===== src/rtl/io_access_sequencer.sv =====
// io_access_sequencer
// Multi-cycle sequencer for the memory-mapped I/O window. Stalls the core while a
// setup/strobe/ready handshake runs against the addressed peripheral, then returns
// read data and raises a sticky error on timeout, unmapped device or illegal request.
module io_access_sequencer #(
   parameter int NUM_DEV = 4,
   parameter int DEV_LSB = 4,
   parameter int DATA_W  = 16,
   parameter int TIMEOUT = 15
) (
   input  logic                      clock,
   input  logic                      reset,
   input  logic                      IORead,
   input  logic                      IOWrite,
   input  logic [9:0]                io_addr,
   input  logic [DATA_W-1:0]         io_wdata,
   output logic                      io_stall,
   output logic [DATA_W-1:0]         io_rdata,
   output logic                      io_err,
   input  logic                      err_clr,
   output logic [NUM_DEV-1:0]        dev_sel,
   output logic [3:0]                dev_addr,
   output logic                      dev_rd,
   output logic                      dev_wr,
   output logic [DATA_W-1:0]         dev_wdata,
   input  logic [NUM_DEV*DATA_W-1:0] dev_rdata,
   input  logic [NUM_DEV-1:0]        dev_ready
);

   typedef enum logic [1:0] {S_IDLE, S_SETUP, S_ACCESS, S_DONE} state_t;

   state_t              r_state, w_state_next;
   logic [NUM_DEV-1:0]  r_sel, w_sel_next;
   logic [3:0]          r_addr, w_addr_next;
   logic [DATA_W-1:0]   r_wdata, w_wdata_next;
   logic [DATA_W-1:0]   r_rdata, w_rdata_next;
   logic                r_is_rd, w_is_rd_next;
   logic                r_rd, w_rd_next;
   logic                r_wr, w_wr_next;
   logic                r_err, w_err_next;
   logic [7:0]          r_cnt, w_cnt_next;

   logic                w_req;
   logic [1:0]          w_dev_idx;
   logic                w_unmapped;
   logic [NUM_DEV-1:0]  w_sel_dec;
   logic                w_ready;
   logic                w_err_set;
   logic [DATA_W-1:0]   w_rdata_mux;

   assign w_req     = IORead | IOWrite;
   assign w_dev_idx = io_addr[DEV_LSB+1:DEV_LSB];
   // Any address bit above the device index field lands outside every peripheral.
   assign w_unmapped = (32'(w_dev_idx) >= NUM_DEV) || (|(io_addr >> (DEV_LSB + 2)));
   assign w_sel_dec  = NUM_DEV'(1) << w_dev_idx;
   // dev_sel is one-hot and held through ACCESS, so masking picks the selected ready only.
   assign w_ready    = |(dev_ready & r_sel);

   // Read-data mux driven by the latched one-hot select
   always_comb begin
      w_rdata_mux = '0;
      for (int i = 0; i < NUM_DEV; i++) begin
         if (r_sel[i]) w_rdata_mux |= dev_rdata[i*DATA_W +: DATA_W];
      end
   end

   // Next-state and next-register values for the handshake FSM
   always_comb begin
      w_state_next = r_state;
      w_sel_next   = r_sel;
      w_addr_next  = r_addr;
      w_wdata_next = r_wdata;
      w_rdata_next = r_rdata;
      w_is_rd_next = r_is_rd;
      w_rd_next    = r_rd;
      w_wr_next    = r_wr;
      w_cnt_next   = r_cnt;
      w_err_set    = 1'b0;
      case (r_state)
         S_IDLE: begin
            if (w_req) begin
               w_addr_next  = io_addr[3:0];
               w_wdata_next = io_wdata;
               // Both strobes together: perform the read, flag the request as illegal.
               w_is_rd_next = IORead;
               if (IORead && IOWrite) w_err_set = 1'b1;
               if (w_unmapped) begin
                  w_rdata_next = '0;
                  w_err_set    = 1'b1;
                  w_state_next = S_DONE;
               end else begin
                  w_sel_next   = w_sel_dec;
                  w_state_next = S_SETUP;
               end
            end
         end
         S_SETUP: begin
            w_cnt_next   = 8'd0;
            w_rd_next    = r_is_rd;
            w_wr_next    = ~r_is_rd;
            w_state_next = S_ACCESS;
         end
         S_ACCESS: begin
            if (w_ready) begin
               if (r_is_rd) w_rdata_next = w_rdata_mux;
               w_rd_next    = 1'b0;
               w_wr_next    = 1'b0;
               w_sel_next   = '0;
               w_state_next = S_DONE;
            end else if (r_cnt == 8'(TIMEOUT - 1)) begin
               if (r_is_rd) w_rdata_next = '0;
               w_err_set    = 1'b1;
               w_rd_next    = 1'b0;
               w_wr_next    = 1'b0;
               w_sel_next   = '0;
               w_state_next = S_DONE;
            end else begin
               w_cnt_next = r_cnt + 8'd1;
            end
         end
         S_DONE: begin
            // The request still visible here belongs to the instruction now committing.
            w_sel_next   = '0;
            w_rd_next    = 1'b0;
            w_wr_next    = 1'b0;
            w_state_next = S_IDLE;
         end
         default: w_state_next = S_IDLE;
      endcase
      // A new error in the same cycle as err_clr takes priority.
      w_err_next = w_err_set | (r_err & ~err_clr);
   end

   // State and output registers; reset aborts any access and drops strobes at once
   always_ff @(posedge clock or negedge reset) begin
      if (!reset) begin
         r_state <= S_IDLE;
         r_sel   <= '0;
         r_addr  <= '0;
         r_wdata <= '0;
         r_rdata <= '0;
         r_is_rd <= 1'b0;
         r_rd    <= 1'b0;
         r_wr    <= 1'b0;
         r_err   <= 1'b0;
         r_cnt   <= 8'd0;
      end else begin
         r_state <= w_state_next;
         r_sel   <= w_sel_next;
         r_addr  <= w_addr_next;
         r_wdata <= w_wdata_next;
         r_rdata <= w_rdata_next;
         r_is_rd <= w_is_rd_next;
         r_rd    <= w_rd_next;
         r_wr    <= w_wr_next;
         r_err   <= w_err_next;
         r_cnt   <= w_cnt_next;
      end
   end

   // Stall is combinational in IDLE so the core holds the PC in the request cycle itself.
   assign io_stall  = ((r_state == S_IDLE) && w_req) || (r_state == S_SETUP) || (r_state == S_ACCESS);
   assign io_rdata  = r_rdata;
   assign io_err    = r_err;
   assign dev_sel   = r_sel;
   assign dev_addr  = r_addr;
   assign dev_rd    = r_rd;
   assign dev_wr    = r_wr;
   assign dev_wdata = r_wdata;

endmodule


===== config.mk =====
export PLATFORM = sky130hd
export DESIGN_NAME = io_access_sequencer
export DESIGN_NICKNAME = d
export VERILOG_FILES = /design/src/rtl/io_access_sequencer.sv
export SDC_FILE = /design/constraint.sdc
export NUM_CORES = 1
export LEC_CHECK = 0
export CAP_MARGIN = 20
export CORE_MARGIN = 2
export CORE_UTILIZATION = 40
export CTS_CLUSTER_SIZE = 28
export DETAILED_ROUTE_END_ITERATION = 16
export DONT_BUFFER_PORTS = 1
export PLACE_DENSITY = 0.52
export SLEW_MARGIN = 40
export SYNTH_ARGS = -nofsm -noshare
export SYNTH_HDL_FRONTEND = slang
export SYNTH_SLANG_ARGS = --single-unit

===== constraint.sdc =====
create_clock -name clock -period 3.3 [get_ports clock]
set_input_delay 0.66 -clock clock [delete_from_list [all_inputs] [get_ports clock]]
set_output_delay 0.66 -clock clock [all_outputs]
set_load 0.05 [all_outputs]

==> impl_metrics.json <==
{
  "status": "finished clean",
  "setup_viol": 0,
  "relSlewSlack_pct": 54.4,
  "clkTransAtPathRegs_ps": 100,
  "synth.distinct_cells": 34,
  "hold_viol_final": 0,
  "grt-ovfl-total": 0,
  "cts-htree-levels": 2,
  "grt_pass1_vias": 1759,
  "drt-initial-drc-count": 50,
  "power_switching_share_pct": 52.6,
  "synth_xor_xnor_area_share_pct": 1.60,
  "power_density_mw_per_mm2": 1160,
  "synthAdderAreaFrac_pct": 2.74,
  "drc": 0,
  "grt_setup_unrepaired": "false",
  "rrSetupSlack_ps": 790,
  "die_x_um": 86.8,
  "hpwl_um": 4340,
  "total_power_w": 0.00339,
  "postCtsResizedCells": 0,
  "rr_worst_depth": 8,
  "p_int_w": 0.00161,
  "antenna_found_initial": 0,
  "avgViaCountPerCell": 5.86,
  "grt_pass1_wl_um": 8630,
  "synth_top_family_by_area": "compound AO/OA/AOI/OAI gates",
  "crit_fanout": 15,
  "io_pins": 143,
  "slew_viol_final": 0,
  "seq_power_share_pct": 51.0,
  "ant_nets": 0,
  "synth_compound_area_share_pct": 17.1,
  "fin_crit_ps": 2510,
  "tightest_slew_ps": 684,
  "track_usage_pct": 14.7,
  "cts_tree": "built",
  "vdd_drop_max_v": 0.000485,
  "combPwrFrac_pct": 38.0,
  "ys_ff_latch": 54,
  "seq_area_frac_synth_pct": 49.3,
  "max_cap_violations": 0,
  "fin_tns_setup_ps": 0,
  "p_leak_nw": 1.20,
  "rr_startpoint": "r_cnt[0]$_DFFE_PN0P_",
  "synth_mux_area_share_pct": 16.4,
  "power_switching_w": 0.00179,
  "numPortBuffers": 0,
  "timing.fmax_mhz": 398,
  "cts_buffers": 5,
  "yosysWarnings": 0,
  "period_share_pct": 76.2,
  "cts_root_buf": "clkbuf_8",
  "gp_congestion": 0.726,
  "start_util_pct": 40.8,
  "diodes": 0,
  "drt-pass1-iter-count": 4,
  "synthCells": 240,
  "layout_setup_ws_ps": 785,
  "die_y_um": 86.8,
  "cts_buffer_depth": 2,
  "vias": 1868,
  "grt_max_degree": 55,
  "wire_per_inst_um": 18.2,
  "preCtsSetupSlack_ps": 785,
  "insertion_delay_ps": 300,
  "core_area_mm2": 0.00672,
  "syn_avg_cell_area_um2": 11.4,
  "start_kind": "flip-flop",
  "yosys.area_share.simple_pct": 9.68,
  "criticalPathCategory": "flip-flop to output pin",
  "fill_cells": 635,
  "numClockSinks": 54,
  "pwr-share-clk_pct": 11.0,
  "final_nets": 343,
  "drt_wl_total_um": 5810,
  "ctsHoldBuffers": 0,
  "drive_gt1_share_pct": 24.7,
  "rows": 30,
  "skew_ps": 5.02,
  "min_path_type": "primary input to asynchronous set/reset pin",
  "syn_to_final_growth_pct": 6.58,
  "post_cts.repair.setup_buffers": 0,
  "end_kind": "output pin",
  "die_area_mm2": 0.00753,
  "crit_arrival_ps": 1850,
  "synth_area_mm2": 0.00274,
  "required_ps": 2640,
  "r2r-end": "io_rdata[7]$_DFFE_PN0P_",
  "syn-num-nets": 345
}
[synthesized netlist by cell type (all sizes together)]
master,instances,share of area [%]
dfrtp,54,49
mux2,40,16
a22oi,34,9.3
a21oi,18,3.3
clkbuf,13,1.8
nand2,12,1.6
o21ai,10,2.2
nor2,9,1.2
ha,6,2.7
inv,6,0.82
nand3,5,0.91
nor4,5,1.1
xnor2,5,1.6
nand2b,3,0.69
nor4b,3,0.96
buf,2,0.55
nor3,2,0.78
o41ai,2,0.64
a211o,1,0.32
a311oi,1,0.96
and2,1,0.23
nand4,1,0.23
nor2b,1,0.23
nor3b,1,0.27
nor4bb,1,0.37
o221ai,1,0.32
or2,1,0.23
or4,1,0.27
or4b,1,0.50
[layout make-up]
class                      instances  area, um2  share of cell area, %
tap                               80        100                   3.43
clock buffer                       5       68.8                   2.36
timing repair buffer               6       45.0                   1.54
inverter                           6       22.5                  0.771
sequential                        54       1350                   46.3
clock inverter                     3       26.3                  0.900
multi-input combinational        165       1310                   44.7
[sequential cells by signal (all words and copies together), names as in the netlist]
name	count
r_cnt	8
dev_rd	1
r_is_rd	1
dev_addr	4
dev_wdata	16
r_state	2
io_err	1
io_rdata	16
dev_sel	4
dev_wr	1
[placed cells by master, fill, tap and decap left out, types with 2 or more instances in the layout]
| master | synthesis | final |
|---|---|---|
| o41ai_1 | 2 | 2 |
| mux2_2 | 39 | 39 |
| clkbuf_8 | 0 | 5 |
| clkinv_4 | 0 | 3 |
| inv_1 | 6 | 6 |
| nand2b_1 | 3 | 3 |
| a21oi_1 | 18 | 18 |
| nor4b_1 | 3 | 3 |
| nand2_1 | 12 | 12 |
| a22oi_1 | 34 | 34 |
| buf_4 | 0 | 6 |
| ha_1 | 6 | 6 |
| dfrtp_1 | 54 | 54 |
| o21ai_0 | 8 | 8 |
| nor4_1 | 5 | 5 |
| nor2_1 | 9 | 9 |
| xnor2_1 | 5 | 5 |
| nand3_1 | 5 | 5 |
[worst max-delay path, stage by stage, from the launching register on]
cell and delay, ps:
dfrtp_1 410, inv_1 110, ha_1 490, nor2_1 130
nand2_1 410
[worst max path at each step]
| stage | start | end | slack (ps) | cells past startpoint |
|---|---|---|---|---|
| 6_report | r_state[0]$_DFFE_PN0P_ | io_stall | 790 | 4 |
| 2_1_floorplan | dev_sel[0]$_DFFE_PN0P_ | io_rdata[0]$_DFFE_PN0P_ | 860 | 7 |
| 3_3_place_gp | r_cnt[0]$_DFFE_PN0P_ | io_rdata[2]$_DFFE_PN0P_ | 850 | 8 |
| 5_1_grt | r_state[0]$_DFFE_PN0P_ | io_rdata[8]$_DFFE_PN0P_ | 580 | 7 |
| 3_5_place_dp | r_cnt[0]$_DFFE_PN0P_ | io_rdata[7]$_DFFE_PN0P_ | 780 | 8 |
| 4_1_cts | r_state[0]$_DFFE_PN0P_ | io_stall | 760 | 4 |
[cell families (layout without fill, tap and decap cells)]
kind of cell / Yosys count / after routing
buffers and inverters: 21 / 20
adder cells (fa/ha/maj): 6 / 6
AO/OA/AOI/OAI: 67 / 67
flip-flops: 54 / 54
XOR/XNOR: 5 / 5
multiplexers: 40 / 40
AND/OR/NAND/NOR: 47 / 47
[metal layers]
metal | vias up | GRT usage, % | wire length (um)
met5 | - | 0 | 0
met4 | 0 | 3.41 | 40
met3 | 5 | 4.67 | 490
met2 | 95 | 24.3 | 2730
met1 | 877 | 19.0 | 2550
li1 | 891 | - | -
[power groups by stage]
stage	Sequential, W	Combinational, W	Clock, W
2_1_floorplan	0.00178	0.00102	0
3_3_place_gp	0.00175	0.00129	0
3_5_place_dp	0.00175	0.00131	0
4_1_cts	0.00174	0.00131	0.000399
5_1_grt	0.00177	0.00143	0.000419
6_report	0.00173	0.00129	0.000373
[metrics by stage]
| step | cell area [um2] | hold WS, ps | util [%] | instances |
|---|---|---|---|---|
| 2_1_floorplan | 2740 | 364 | - | 240 |
| 3_3_place_gp | 2830 | 366 | 42.0 | 311 |
| 3_5_place_dp | 2830 | 366 | 42.0 | 311 |
| 4_1_cts | 2920 | 22.7 | 43.5 | 319 |
| 5_1_grt | 2920 | 9.64 | 43.5 | 319 |
| 6_report | 2920 | 41.1 | 43.5 | 319 |
(Power assumes the default switching activity.)
